`config.mk`:
```
export PLATFORM = sky130hd
export DESIGN_NAME = mem_writeback
export DESIGN_NICKNAME = d
export VERILOG_FILES = /design/src/rtl/mem_writeback.sv
export SDC_FILE = /design/constraint.sdc
export NUM_CORES = 1
export LEC_CHECK = 0
export ABC_AREA = 1
export BUFFER_PORTS_ARGS = -buffer_cell sky130_fd_sc_hd__buf_2
export CORE_MARGIN = 8
export CORE_UTILIZATION = 40
export DETAILED_ROUTE_END_ITERATION = 10
export GPL_ROUTABILITY_DRIVEN = 0
export PLACE_DENSITY = 0.75
export SLEW_MARGIN = 20
export SYNTH_ARGS = -nofsm -noshare
export SYNTH_HDL_FRONTEND = slang
export SYNTH_SLANG_ARGS = --single-unit
```
`constraint.sdc`:
```
create_clock -name clk -period 4.5 [get_ports clk]
set_clock_uncertainty 0.1 [all_clocks]
set_input_delay 0.675 -clock clk [delete_from_list [all_inputs] [get_ports clk]]
set_output_delay 0.675 -clock clk [all_outputs]
set_load 0.005 [all_outputs]
```
`src/rtl/mem_writeback.sv`:
```
// Writeback stage: retires instructions from the memory stage, waits for load data,
// drives the register-file write port and counts retired instructions.
module mem_writeback #(
  parameter int          DATA_W       = 32,
  parameter int          REG_AW       = 5,
  parameter int          LOAD_TIMEOUT = 255,
  parameter logic [31:0] COUNT_RST    = 32'd0
) (
  input  logic              clk,
  input  logic              rst_n,
  input  logic              in_valid,
  output logic              in_ready,
  input  logic [1:0]        in_mem_op,
  input  logic              in_reg_wen,
  input  logic [REG_AW-1:0] in_reg_dest,
  input  logic [DATA_W-1:0] in_alu_result,
  input  logic              dc_resp_valid,
  input  logic [DATA_W-1:0] dc_resp_data,
  output logic              rf_wen,
  output logic [REG_AW-1:0] rf_waddr,
  output logic [DATA_W-1:0] rf_wdata,
  output logic              busy,
  output logic              load_timeout_err,
  output logic [31:0]       retired_count
);

  // Handshake: a transfer happens on a rising edge where in_valid & in_ready;
  // in_ready depends only on state, never on in_valid.
  typedef enum logic {S_IDLE = 1'b0, S_WAIT_LD = 1'b1} state_t;

  localparam logic [1:0]  OP_LW      = 2'd1;
  localparam logic [1:0]  OP_SW      = 2'd2;
  localparam logic [15:0] L_TMO_LAST = 16'(LOAD_TIMEOUT - 1);

  state_t              r_state;
  state_t              w_next_state;
  logic [15:0]         r_timer;
  logic                r_ld_wen;
  logic [REG_AW-1:0]   r_ld_dest;

  logic                w_xfer;
  logic                w_start_ld;
  logic                w_retire;
  logic                w_timeout;
  logic                w_wr_en;
  logic [REG_AW-1:0]   w_wr_addr;
  logic [DATA_W-1:0]   w_wr_data;

  always_ff @(posedge clk or negedge rst_n) begin
    if (!rst_n) r_state <= S_IDLE;
    else        r_state <= w_next_state;
  end

  always_comb begin
    w_next_state = r_state;
    case (r_state)
      S_IDLE: begin
        if (in_valid && in_mem_op == OP_LW) w_next_state = S_WAIT_LD;
      end
      S_WAIT_LD: begin
        // A response in the last allowed cycle still wins over the timeout.
        if (dc_resp_valid || r_timer == L_TMO_LAST) w_next_state = S_IDLE;
      end
      default: w_next_state = S_IDLE;
    endcase
  end

  always_comb begin
    in_ready   = 1'b0;
    busy       = 1'b0;
    w_xfer     = 1'b0;
    w_start_ld = 1'b0;
    w_retire   = 1'b0;
    w_timeout  = 1'b0;
    w_wr_en    = 1'b0;
    w_wr_addr  = in_reg_dest;
    w_wr_data  = in_alu_result;
    case (r_state)
      S_IDLE: begin
        in_ready = 1'b1;
        w_xfer   = in_valid;
        if (w_xfer) begin
          if (in_mem_op == OP_LW) begin
            w_start_ld = 1'b1;
          end else begin
            w_retire = 1'b1;
            w_wr_en  = (in_mem_op != OP_SW) && in_reg_wen && (in_reg_dest != '0);
          end
        end
      end
      S_WAIT_LD: begin
        busy      = 1'b1;
        w_wr_addr = r_ld_dest;
        w_wr_data = dc_resp_data;
        if (dc_resp_valid) begin
          w_retire = 1'b1;
          w_wr_en  = r_ld_wen && (r_ld_dest != '0);
        end else if (r_timer == L_TMO_LAST) begin
          w_timeout = 1'b1;
        end
      end
      default: ;
    endcase
  end

  always_ff @(posedge clk or negedge rst_n) begin
    if (!rst_n) begin
      rf_wen           <= 1'b0;
      rf_waddr         <= '0;
      rf_wdata         <= '0;
      load_timeout_err <= 1'b0;
      retired_count    <= COUNT_RST;
      r_timer          <= '0;
      r_ld_wen         <= 1'b0;
      r_ld_dest        <= '0;
    end else begin
      rf_wen <= w_wr_en;
      if (w_wr_en) begin
        rf_waddr <= w_wr_addr;
        rf_wdata <= w_wr_data;
      end
      if (w_retire)  retired_count    <= retired_count + 32'd1;
      if (w_timeout) load_timeout_err <= 1'b1;
      if (w_start_ld) begin
        r_timer   <= '0;
        r_ld_wen  <= in_reg_wen;
        r_ld_dest <= in_reg_dest;
      end else if (busy) begin
        r_timer <= r_timer + 16'd1;
      end
    end
  end

endmodule
```
Word level (Yosys, flattened, before mapping)
Cells that the tools add are included.
- output and inout port bits: 73
- register bits after elaboration: 94
- input port bits: 76
- equal/unequal tests: 3
- bitwise logic cells: 1
- add/subtract/negate cells: 2
- mux-type cells: 23
- reduce and logical (&&, ||, !) cells: 8
- operators with widths (cell ; number):
    32-bit by 1-bit adder with 32-bit output, second input constant ; 1
    16-bit two-way mux ; 2
    32-bit two-way mux ; 1
    16-bit by 1-bit adder with 16-bit output, second input constant ; 1
    16-bit by 8-bit == test with 1-bit output, second input constant ; 1
    1-bit two-way mux ; 16
    5-bit nonzero test ; 2
    1-bit one-hot mux with 2 select lines ; 3
    5-bit two-way mux ; 1
    1-bit logical AND ; 4
    2-bit by 1-bit == test with 1-bit output, second input constant ; 1
    2-bit inequality test, second input constant ; 1
    2-bit nonzero test ; 1
    1-bit logical OR ; 1
    1-bit inverter ; 1

Depth between registers and ports, before layout
Gate-level depths: netlist (run 1).
- depth in word-level cells: 6
- mapped depth: 10
- depth with buffers taken out: 9

Worst setup path after synthesis (run 1)
OpenSTA, ideal clock, no wires.
- kind: input -> register
- start point: input port in_mem_op[1]
- end point: register r_timer[6]
- cell stages on the path: 7
- arrival time: 1.532 ns
- setup slack: 2.741 ns
- path buffers: 1
- data required time: 4.273 ns
- cell sequence: inv_1 -> nand3_2 -> nor2_2 -> inv_2 -> buf_2 -> nand3_1 -> o21ai_0
- longest elaborated chain between the ends: 5
- ends and longest elaborated chain (element ; line ; RTL):
    start, declared ; 13 ; input logic [1:0] in_mem_op,
    2-bit by 1-bit == test with 1-bit output (*) ; 83 ; if (in_mem_op == OP_LW) begin
    1-bit two-way mux (*) ; 83 ;
    1-bit two-way mux (*) ; 82 ; if (w_xfer) begin
    1-bit two-way mux (*) ; 78 ; case (r_state)
    16-bit two-way mux or 2-bit nonzero test (tied branches) ; n/a ;
    end signal, assigned ; 129 ; r_timer <= r_timer + 16'd1;
    end, declared ; 37 ; logic [15:0] r_timer;
Mark *: on every way between the ends. The rest lies on a longest branch, timed or not.
A chain may end at the register's enable or synchronous reset.

Worst setup path after layout (run 1)
- start point: register r_state
- end point: output port in_ready
- longest elaborated chain between the ends: 1
- ends and longest elaborated chain (element ; line ; RTL):
    start, declared ; 35 ; state_t r_state;
    start signal, assigned ; 51 ; else r_state <= w_next_state;
    1-bit two-way mux ; 78 ;
    end, declared ; 12 ; output logic in_ready,
Every way passes these cells.

==> flow_summary.ini, run 1 <==
[sta]
whs_ns = 0.352
grt_setup_unrepaired = false
setup_viol = 0
fin_ws_ns = 1.86
timing.final.max_slew_violations = 0
tightest_slew_ns = 0.916
finalCritPeriodShare_pct = 58.6
finalSetupTns_ns = 0
fmax_ghz = 0.379
min_period_ns = 2.64
slew-limit-headroom_pct = 38.9
finalHoldViolations = 0

[power]
p_clk_share_pct = 32.2
p_total_mw = 2.39
p_int_mw = 1.69
power_frac_seq_pct = 46.5
peakVddDrop_v = 0.000196
switching_power_uw = 697
leakage_nw = 3.31
pwr-share-comb_pct = 21.2
powerDensity_mw_per_mm2 = 394
swShare_pct = 29.2

[logic_synthesis]
yosys_warnings = 0
synth_seq_area_share_pct = 48.0
synth_cells = 667
syn_area_mm2 = 0.00490
syn_nets = 746
synth_area_leaders = dfrtp_1, nand2_1, nand3_1
synth_area_per_cell_um2 = 7.34
synth_top_area_share_pct = 48.0
synth_top_area_cell = dfrtp_1
ys_ff_latch = 94
yosysUniqueCellTypes = 28

[final_layout]
final-seq-area_mm2 = 0.00235
nFillCells = 1191
multi_input_area_mm2 = 0.00222
final_cell_mix = nand2_1, buf_2, dfrtp_1, nand3_1, inv_1
layout.nets = 888
final_common_cell = nand2_1
drive_gt1_share_pct = 21.9
area_delta_synth_final_pct = 23.6

[global_routing]
track_usage_pct = 16.9
grt_first_pass_wirelength_um = 22000
grt_max_degree = 73
grt_pass1_vias = 4535
grt_overflow = 0
antenna_found_initial = 0

[setup_path]
critical_path.max_stage_delay_ns = 0.57
crit_required_ns = 3.72
path_delay_family = buffers and inverters
path_class = reg2out
cp_cell_sequence = buf_4 > inv_1 > buf_2
crit_fanout = 33
critical_path_buf_inv_count = 3
cp-start-kind = flip-flop
cp_slowest_cell = dfrtp_1
critPathArrivalTime_ns = 1.86
endpoint_kind = output port

[outcome]
outcome = complete, no violations

[placed_design]
io_buffers = 148
dp_slack_ns = 2.03
dp.final_hpwl_um = 9800

[floorplan]
die_area_mm2 = 0.0160
row_count = 40
io_pins = 149
die_h_um = 127
core_mm2 = 0.0120
initial_core_util_pct = 41.0
die_w_um = 127

[detailed_routing]
wl_per_cell_um = 13.7
drtPass1Iterations = 4
drt-total-wl_um = 13200
routed_via_density = 4.81
drtIter0Drc = 356
drc_errors = 0
drtAntennaViolNets = 0
dr_total_vias = 4620

[clocking]
cts_resized = 0
cts_hold_buf = 0
insertion_delay_ns = 0.34
htreeDepth = 3
cts_setup_buffers = 0
cts_tree = built
cts_root_buffer = clkbuf_16
clock_sinks = 94
cts_made_buffers = 9
clkSlewWorstSetupHoldPaths_ns = 0.06
clock_path_buffers = 2

[hold_path]
hold_class = in2async

[flow_run]
max-cap-violations = 0
## per-layer routing
metal / global-route usage (%) / routed length (um) / vias up
met4: 6.37 / 175 / 0
li1: - / - / 2390
met1: 21.3 / 5930 / 2084
met2: 26.4 / 5970 / 135
met3: 5.57 / 1100 / 11
met5: 0 / 0 / -
## power groups by stage
| stage | combinational, mW | sequential [mW] | clock [mW] |
|---|---|---|---|
| after floorplan | 0.253 | 1.12 | 0 |
| after global placement | 0.503 | 1.12 | 0 |
| after detailed placement | 0.517 | 1.12 | 0 |
| after CTS | 0.518 | 1.11 | 0.797 |
| after global routing | 0.585 | 1.13 | 0.832 |
| final | 0.507 | 1.11 | 0.769 |
## final cells by class
| class | instances | area share (%) |
|---|---|---|
| inverter | 55 | 3.41 |
| multi-input combinational | 495 | 36.7 |
| tap | 147 | 3.04 |
| clock inverter | 3 | 0.723 |
| sequential | 94 | 38.9 |
| antenna | 1 | 0.0413 |
| clock buffer | 12 | 4.24 |
| timing repair buffer | 154 | 13.0 |
## flip-flops by register name, summed over array words and instances, names as in the netlist
| signal | flops |
|---|---|
| load_timeout_err | 1 |
| r_ld_dest | 5 |
| rf_waddr | 5 |
| r_state | 1 |
| r_timer | 16 |
| rf_wdata | 32 |
| retired_count | 32 |
| rf_wen | 1 |
| r_ld_wen | 1 |
## cells in the mapped netlist (all sizes together)
master and instances:
nor4 1, ha 3, nor3 8, xnor2 10, nor2 54, buf 20, nand3b 2, nand4 15
o21bai 1, nand2 285, dfrtp 94, and2 2, a21oi 9, o21ai 18, xor2 11, o22ai 5
or2 1, nand3 70, clkbuf 3, inv 55
## final timing paths
path	slack, ns	cells after the start	from	end
max	1.86	3	r_state$_DFF_PN0_	in_ready
min	0.35	1	rst_n	rf_wdata[22]$_DFFE_PN0P_
max reg2reg	2.11	8	r_state$_DFF_PN0_	r_timer[13]$_DFFE_PN0P_
min reg2reg	0.39	1	load_timeout_err$_DFFE_PN0P_	load_timeout_err$_DFFE_PN0P_
max in group asynchronous	3.07	2	rst_n	retired_count[25]$_DFFE_PN0P_
min in group clk	0.39	1	load_timeout_err$_DFFE_PN0P_	load_timeout_err$_DFFE_PN0P_
## per-stage QoR
stage	cells	utilization [%]	instance area (um^2)
floorplan	667	-	4900
global placement	945	48.1	5750
detailed placement	945	48.1	5750
CTS	960	50.6	6050
global route	960	50.6	6050
finish	961	50.6	6050
## logic make-up (layout without fill, tap and decap cells)
group,after synthesis,in the layout,synth area share (%)
AOI/OAI and AO/OA,33,33,3.55
xor gates and xnor gates,21,21,3.75
adders and majority gates,3,3,0.766
buffers and inverters,78,224,6.67
DFF,94,94,48.0
other,0,1,0
and+or+nand+nor,438,438,37.2
## worst register-to-register path: cells and delay by family, from the launching register on
family / cells / cell delay, ns
buf+inv: 2 / 0.73
flops: 1 / 0.57
simple gates: 6 / 0.90
No activity file was read; power rests on OpenSTA's default activity.
==> inputs of run 2 (changes only) <==
ABC_AREA = 0   (was 1)
PLACE_DENSITY = 0.76   (was 0.75)
clock period = 2.6 ns   (was 4.5 ns; I/O delays follow)
==> flow_summary.ini, run 2 <==
[outcome]
outcome = complete, no violations

[logic_synthesis]
yosys_warnings = 0
synthTopCellsByCount = dfrtp_1, mux2i_1, nor2_1, nand2_1, nand3_1
synth_top_area_cell = dfrtp_1
syn_area_mm2 = 0.00441
synth-edff-count = 0
synth_area_leaders = dfrtp_1, mux2i_1, xnor2_1
yosysMostFrequentCell = dfrtp_1
synth_cells = 407
synth_area_per_cell_um2 = 10.8
yosysUniqueCellTypes = 37
ys_ff_latch = 94
synth_top_area_share_pct = 53.3
syn_nets = 486
async_reset_ff_share_pct = 100
synth-main-ff-cell = dfrtp_1
synth_seq_area_share_pct = 53.3

[sta]
fmax_ghz = 0.477
grt_setup_unrepaired = false
timing.final.max_slew_violations = 0
setup_viol = 0
finalSetupTns_ns = 0
min_period_ns = 2.10
finalHoldViolations = 0
finalCritPeriodShare_pct = 80.7
slew-limit-headroom_pct = 57.4
tightest_slew_ns = 0.639

[detailed_routing]
dr_total_vias = 3511
drtPass1Iterations = 4
routed_via_density = 5.01
drtIter0Drc = 187
drt-total-wl_um = 10700
drc_errors = 0
drtAntennaViolNets = 0
wl_per_cell_um = 15.3

[placed_design]
io_buffers = 148
dp.final_hpwl_um = 8140
place_area_mm2 = 0.00528

[clocking]
cts_made_buffers = 9
clock_sinks = 94
cts_hold_buf = 1
cts_resized = 0
insertion_delay_ns = 0.35
cts_root_buffer = clkbuf_8
cts_tree = built
htreeDepth = 3
cts_setup_buffers = 0
clock_path_buffers = 2
clkSlewWorstSetupHoldPaths_ns = 0.09

[final_layout]
final_area_mm2 = 0.00551
final_cell_mix = buf_2, dfrtp_1, mux2i_1, nor2_1, nand3_1
largestRegisters = retired_count: 32 flops, rf_wdata: 32 flops, r_timer: 16 flops
n_antenna_cell = 0
final_common_cell = buf_2
layout.nets = 635
area_delta_synth_final_pct = 24.8
drive_gt1_share_pct = 35.3
utilization_pct = 51.0

[setup_path]
path_class = reg2reg
crit_fanout = 62
cp-start-kind = flip-flop
critPathArrivalTime_ns = 2.27
endpoint_kind = flip-flop
worstRegToRegCells = 6
crit_required_ns = 2.77

[power]
p_clk_share_pct = 26.5
p_int_mw = 2.80
powerDensity_mw_per_mm2 = 727
switching_power_mw = 1.20
leakage_nw = 2.60
power_frac_seq_pct = 50.0
p_total_mw = 4.00
peakVddDrop_v = 0.000325
pwr-share-comb_pct = 23.6
swShare_pct = 30.1

[hold_path]
whs_path_depth = 2
hold_class = in2reg

[global_routing]
grt_pass1_vias = 3727
grt_first_pass_wirelength_um = 17800
grt_max_degree = 63
grt_overflow = 0
antenna_found_initial = 0
track_usage_pct = 14.7

[floorplan]
io_pins = 149
die_area_mm2 = 0.0146
core_mm2 = 0.0108
initial_core_util_pct = 40.9
row_count = 38
die_h_um = 121
die_w_um = 121

[flow_run]
max-cap-violations = 0
## run 2: cell types whose count changed after synthesis, moves of 7 or more
| cell | previous run | this run |
|---|---|---|
| nand2_1 | 284 | 30 |
| inv_1 | 53 | 6 |
| mux2i_1 | 0 | 42 |
| nand3_1 | 69 | 30 |
| a21oi_1 | 9 | 27 |
| xnor2_1 | 10 | 28 |
| nor2_1 | 50 | 37 |
| a21oi_2 | 0 | 11 |
| and3_1 | 0 | 10 |
| buf_2 | 12 | 3 |
| o21ai_0 | 16 | 9 |
## run 2: cell type report
class / instances / area (um^2)
sequential: 94 / 2350
clock buffer: 13 / 149
multi-input combinational: 290 / 1930
clock inverter: 3 / 67.6
inverter: 6 / 22.5
tap: 140 / 175
timing repair buffer: 155 / 811
fill: 1002 / 5290
## run 2: worst paths after layout
| kind | startpoint | endpoint | slack, ns |
|---|---|---|---|
| max | r_state$_DFF_PN0_ | rf_wdata[2]$_DFFE_PN0P_ | 0.50 |
| min | in_reg_dest[0] | r_ld_dest[0]$_DFFE_PN0P_ | 0.21 |
| max reg2reg | r_state$_DFF_PN0_ | rf_wdata[2]$_DFFE_PN0P_ | 0.50 |
| min reg2reg | r_timer[15]$_DFFE_PN0P_ | r_timer[15]$_DFFE_PN0P_ | 0.38 |
| max in group asynchronous | rst_n | retired_count[9]$_DFFE_PN0P_ | 1.26 |
| min in group asynchronous | rst_n | rf_wdata[30]$_DFFE_PN0P_ | 0.48 |
## run 2: cell families (layout without fill, tap and decap cells)
logic type	after synthesis	after routing	share of synthesized area, %
and+or+nand+nor	151	151	17.5
DFF	94	94	53.3
AOI/OAI and AO/OA	55	55	7.66
muxes	48	48	11.1
xor gates and xnor gates	33	33	6.55
buffers and inverters	23	177	3.06
adders and majority gates	3	3	0.851
## run 2: metal layers
metal / vias to the layer above / track usage, % / share of wire, % / wire length [um]
met5: - / 0 / 0 / 0
met4: 0 / 6.17 / 1.9 / 207
met3: 17 / 4.05 / 6.7 / 716
met2: 90 / 25.4 / 50 / 5360
met1: 1686 / 16.8 / 41 / 4420
li1: 1718 / - / - / -
## run 2: per-stage QoR
step | std cells | hold WS [ns] | worst slack, ns
3_3_place_gp | 684 | 0.327 | 0.509
4_1_cts | 701 | 0.182 | 0.492
3_5_place_dp | 684 | 0.330 | 0.439
6_report | 701 | 0.206 | 0.503
5_1_grt | 701 | 0.183 | 0.312
2_1_floorplan | 407 | -0.00559 | 0.791
## run 2: power groups by stage
| stage | Combinational (mW) | Sequential (mW) | Clock [mW] |
|---|---|---|---|
| global route | 1.06 | 2.05 | 1.16 |
| CTS | 0.971 | 2.00 | 1.09 |
| global placement | 0.937 | 2.02 | 0 |
| finish | 0.943 | 2.00 | 1.06 |
| floorplan | 0.487 | 2.02 | 0 |
| detailed placement | 0.972 | 2.03 | 0 |
## run 2: worst max-delay path: stages (launching register included)
cell and delay, ns:
dfrtp_2 0.54, nor2b_1 0.32, o2111ai_1 0.19, nand2_2 0.09
buf_4 0.52, nor2_1 0.10, a21oi_1 0.14
